--- config.mk ---
export PLATFORM = sky130hd
export DESIGN_NAME = reorder_buffer
export DESIGN_NICKNAME = d
export VERILOG_FILES = /design/src/rtl/reorder_buffer.sv
export SDC_FILE = /design/constraint.sdc
export NUM_CORES = 1
export LEC_CHECK = 0
export CAP_MARGIN = 20
export CORE_ASPECT_RATIO = 1.75
export CORE_MARGIN = 2
export CORE_UTILIZATION = 50
export DETAILED_ROUTE_END_ITERATION = 8
export PLACE_DENSITY = 0.69
export SYNTH_ARGS = -nofsm -noshare
export SYNTH_HDL_FRONTEND = slang
export SYNTH_SLANG_ARGS = --single-unit
export TNS_END_PERCENT = 5
--- constraint.sdc ---
create_clock -name clk -period 6.8 [get_ports clk]
set_clock_uncertainty 0.15 [all_clocks]
set_input_delay 2.04 -clock clk [delete_from_list [all_inputs] [get_ports clk]]
set_output_delay 2.04 -clock clk [all_outputs]
set_load 0.1 [all_outputs]
--- src/rtl/reorder_buffer.sv ---
// In-order retirement buffer: allocates at tail, marks entries done on write-back,
// retires the head in program order and clears everything when a mispredicted branch retires.
module reorder_buffer #(
  parameter int unsigned DEPTH = 16,
  localparam int unsigned TAG_W = $clog2(DEPTH)
) (
  input  logic             clk,
  input  logic             rst_n,
  input  logic             alloc_valid,
  output logic             alloc_ready,
  input  logic             alloc_uses_rw,
  input  logic [5:0]       alloc_rw,
  input  logic             alloc_is_branch,
  output logic [TAG_W-1:0] alloc_tag,
  input  logic             cmpl_valid,
  input  logic [TAG_W-1:0] cmpl_tag,
  input  logic             cmpl_mispredict,
  output logic             retired_uses_rw,
  output logic [5:0]       retired_rw,
  output logic             retire_valid,
  output logic             flush,
  output logic [TAG_W:0]   count
);

  logic [TAG_W:0]   head_q, head_d, tail_q, tail_d;
  logic [DEPTH-1:0] valid_q, valid_d, done_q, done_d, mispred_q, mispred_d;
  logic [DEPTH-1:0] uses_rw_q, is_branch_q;
  logic [5:0]       rw_q [DEPTH];

  logic [TAG_W-1:0] head_idx, tail_idx;
  logic             full, retire_en, flush_pending, alloc_fire, cmpl_fire;

  assign head_idx = head_q[TAG_W-1:0];
  assign tail_idx = tail_q[TAG_W-1:0];

  // Pointers carry an extra wrap bit so full and empty are distinguishable.
  assign full          = (head_idx == tail_idx) && (head_q[TAG_W] != tail_q[TAG_W]);
  assign retire_en     = valid_q[head_idx] & done_q[head_idx];
  assign flush_pending = retire_en & mispred_q[head_idx];
  assign alloc_ready   = !full && !flush_pending;
  assign alloc_fire    = alloc_valid && alloc_ready;
  assign cmpl_fire     = cmpl_valid && valid_q[cmpl_tag] && !flush_pending;

  assign alloc_tag = tail_idx;
  assign count     = tail_q - head_q;

  always_comb begin
    valid_d   = valid_q;
    done_d    = done_q;
    mispred_d = mispred_q;
    head_d    = head_q + {{TAG_W{1'b0}}, retire_en};
    tail_d    = tail_q + {{TAG_W{1'b0}}, alloc_fire};

    if (cmpl_fire) begin
      done_d[cmpl_tag]    = 1'b1;
      mispred_d[cmpl_tag] = cmpl_mispredict & is_branch_q[cmpl_tag];
    end
    if (retire_en) begin
      valid_d[head_idx] = 1'b0;
    end
    // Alloc never targets a live slot: the tail slot is free unless full.
    if (alloc_fire) begin
      valid_d[tail_idx]   = 1'b1;
      done_d[tail_idx]    = 1'b0;
      mispred_d[tail_idx] = 1'b0;
    end
    if (flush_pending) begin
      valid_d = '0;
      tail_d  = head_q + {{TAG_W{1'b0}}, 1'b1};
    end
  end

  always_ff @(posedge clk or negedge rst_n) begin
    if (!rst_n) begin
      head_q    <= '0;
      tail_q    <= '0;
      valid_q   <= '0;
      done_q    <= '0;
      mispred_q <= '0;
    end else begin
      head_q    <= head_d;
      tail_q    <= tail_d;
      valid_q   <= valid_d;
      done_q    <= done_d;
      mispred_q <= mispred_d;
    end
  end

  // Payload fields are only meaningful while the slot is valid, so they carry no reset.
  always_ff @(posedge clk) begin
    if (alloc_fire) begin
      uses_rw_q[tail_idx]   <= alloc_uses_rw;
      is_branch_q[tail_idx] <= alloc_is_branch;
      rw_q[tail_idx]        <= alloc_rw;
    end
  end

  always_ff @(posedge clk or negedge rst_n) begin
    if (!rst_n) begin
      retire_valid    <= 1'b0;
      retired_uses_rw <= 1'b0;
      retired_rw      <= '0;
      flush           <= 1'b0;
    end else begin
      retire_valid    <= retire_en;
      retired_uses_rw <= retire_en & uses_rw_q[head_idx];
      retired_rw      <= retire_en ? rw_q[head_idx] : '0;
      flush           <= flush_pending;
    end
  end

endmodule

==> results of run 1 <==
-- flip-flops by register name, indices dropped and copies added, names as in the netlist, 5 cells and up --
register	count
head_q	5
tail_q	5
uses_rw_q	16
is_branch_q	16
retired_rw	6
mispred_q	16
valid_q	16
done_q	16
rw_q	96
-- routing by layer --
| metal | vias to the layer above | track usage | share of wire |
|---|---|---|---|
| met4 | 0 | 0.110 | 0.036 |
| met2 | 238 | 0.453 | 0.56 |
| met3 | 55 | 0.0322 | 0.046 |
| met1 | 2738 | 0.270 | 0.36 |
| li1 | 2296 | - | - |
| met5 | - | 0 | 0 |
-- critical path, stage by stage (launching register included) --
cell     delay (ns)
dfrtp_2        0.90
buf_4          0.40
mux4_2         0.36
a22oi_1        0.19
nand2_1        0.28
nand3_2        0.13
buf_4          0.44
inv_2          0.07
nor2_1         0.13
buf_4          0.30
-- power by group --
part | total [W] | switching [W] | leakage (nW) | internal, W
clock network | 0.00102 | 0.000493 | 0.294 | 0.000531
logic | 0.00210 | 0.00133 | 1.29 | 0.000767
registers | 0.00173 | 0.000216 | 1.99 | 0.00152
-- kinds of logic (layout without fill, tap and decap cells) --
logic type               count (synthesis)  after routing
AO/OA/AOI/OAI                           88             88
XOR/XNOR                                13             13
adder cells (fa/ha/maj)                 13             13
buffers and inverters                   59            111
flip-flops                             195            195
multiplexers                            62             62
AND/OR/NAND/NOR                        136            136
-- final timing paths --
path / depth (start not counted) / endpoint / slack (ns)
min in group asynchronous: 1 / retired_rw[3]$_DFF_PN0_ / 1.55
hold reg to reg: 1 / done_q[14]$_DFF_PN0_ / 0.35
setup reg to reg: 10 / rw_q[1][0]$_DFFE_PP_ / 1.93
setup / recovery: 9 / alloc_ready / 0.94
max in group asynchronous: 2 / head_q[1]$_DFF_PN0_ / 3.94
hold / removal: 1 / done_q[14]$_DFF_PN0_ / 0.35
-- through the flow --
stage                     cells  hold WS, ns  setup WS, ns   util  power (W)
after global routing        845        0.375         0.760  0.585    0.00505
after CTS                   845        0.353         0.938  0.585    0.00486
after floorplan             566        0.307          1.03      -    0.00331
after detailed placement    813        0.335          1.41  0.549    0.00385
after global placement      813        0.325          1.49  0.549    0.00379
final                       845        0.349         0.937  0.585    0.00485
-- final cells by class --
| cell class | count | share of cell area |
|---|---|---|
| inverters | 21 | 0.00791 |
| multi-input cells | 312 | 0.296 |
| flip-flops and latches | 195 | 0.554 |
| clock inverters | 15 | 0.0185 |
| clock buffers | 17 | 0.0427 |
| repair buffers | 58 | 0.0517 |
| well taps | 227 | 0.0285 |
-- layout by cell type (no fill, tap or decap), drive strengths merged, types with 21 or more instances in the layout --
cell type / synthesis / final
dfrtp: 67 / 67
inv: 21 / 29
nand3: 21 / 21
a31oi: 21 / 21
mux4: 52 / 52
a21oi: 23 / 23
edfxtp: 128 / 128
nor2: 24 / 24
clkdlybuf4s50: 0 / 33
buf: 24 / 25
nand2: 30 / 30
==> results.py, run 1 <==
metrics = {
    "yosys": {
        "synth-xor-area-share": 0.0131,
        "syn_area_um2": 8710,
        "synth-seq-cells": 195,
        "avgSynthCellArea_um2": 15.4,
        "synth_common_cells": "edfxtp_1, dfrtp_1, mux4_2",
        "synthSimpleGateAreaFrac": 0.0892,
        "synthTopCellsByArea": "edfxtp_1, dfrtp_1, mux4_2",
        "synth_ff_type": "edfxtp_1",
        "synthMuxAreaShare": 0.146,
        "ys_types": 50,
        "yosysTopAreaCell": "edfxtp_1",
        "synthAdderAreaFrac": 0.0195,
        "synth_edf_count": 128,
        "yosysTopAreaCellShare": 0.441,
        "synth_top_family_by_area": "multiplexers",
        "synthArstFlopShare": 0.344,
        "synth.most_common_cell": "edfxtp_1",
        "yosysSeqAreaShare": 0.633,
        "synth_compound_area_frac": 0.0689,
        "synthCells": 566,
        "ys.warnings.count": 0,
        "syn_nets": 596,
    },
    "detailed_routing": {
        "num_vias": 5327,
        "first_pass_iters": 5,
        "vias_per_cell": 6.30,
        "wl_per_cell_um": 25.0,
        "first_iter_violations": 493,
        "postRouteAntennaNets": 0,
        "drc": 0,
        "totalWireLength_mm": 21.1,
    },
    "global_route": {
        "grt-ovfl-total": 0,
        "grtUsageTotal": 0.240,
        "grt_pass1_vias": 5581,
        "grt_max_degree": 47,
        "antenna_found_initial": 0,
        "grt_first_pass_wirelength_mm": 32.5,
    },
    "timing": {
        "rsz0062_at_grt": "false",
        "fmaxAchievable_mhz": 171,
        "period_share": 0.862,
        "fin_tns_setup_ns": 0,
        "hold_viol": 0,
        "slew_violations": 0,
        "slew_headroom": 0.312,
        "finalCriticalPeriod_ns": 5.86,
        "setup_viol": 0,
        "tightestPinTransition_ns": 1.02,
    },
    "floorplanning": {
        "core_um2": 17000,
        "die_x_um": 104,
        "ios": 36,
        "dieArea_um2": 18500,
        "rows": 63,
        "die_h_um": 179,
        "start_util": 0.512,
    },
    "power_and_ir_drop": {
        "p_leak_nw": 3.58,
        "cellPowerDensity_nw_per_um2": 487,
        "ir_drop_v": 0.000460,
    },
    "critical_path": {
        "startpoint": "head_q[1]$_DFF_PN0_",
        "required_ns": 4.61,
        "crit-reg2reg-launch": "head_q[1]$_DFF_PN0_",
        "crit_type": "flop to output port",
        "critical_path_arrival_ns": 3.67,
        "endpoint_kind": "output port",
        "worstPathMaxFanout": 45,
        "worstSetupStartpointType": "flop",
    },
    "clocking": {
        "insertion_delay_ns": 0.44,
        "cts_setup_buffers": 0,
        "cts.repair.resized": 0,
        "clock-sinks": 195,
        "cts_hold_buf": 0,
        "cts_buffer_depth": 2,
        "cts_root_buffer": "clkbuf_16",
        "clkSlewWorstSetupHoldPaths_ns": 0.08,
        "numCtsBuffers": 17,
        "cts_tree": "yes",
        "htree_levels": 4,
    },
    "placement": {
        "numPortBuffers": 35,
        "place_area_um2": 9350,
        "place_congestion": 0.899,
        "hpwl_mm": 13.7,
    },
    "job": {
        "drv_cap": 0,
    },
    "finish": {
        "seq_area_um2": 5520,
        "area_growth_syn_to_layout_pct": 14.3,
        "drive_gt1_frac": 0.227,
        "multi_input_area_um2": 2950,
        "fillers": 1299,
        "fin_area_um2": 9960,
        "diodes": 0,
        "layout.nets": 635,
    },
    "min_path": {
        "hp-start": "done_q[14]$_DFF_PN0_",
        "min_path_type": "flop to flop",
    },
    "outcome": {
        "status": "finished, final reports clean",
    },
}
(Power assumes the default switching activity.)
==> inputs of run 2 (changes only) <==
- CTS_CLUSTER_DIAMETER: not set -> 50
==> results of run 2 <==
Final layout, timing and power as in run 1 (identical DEF).
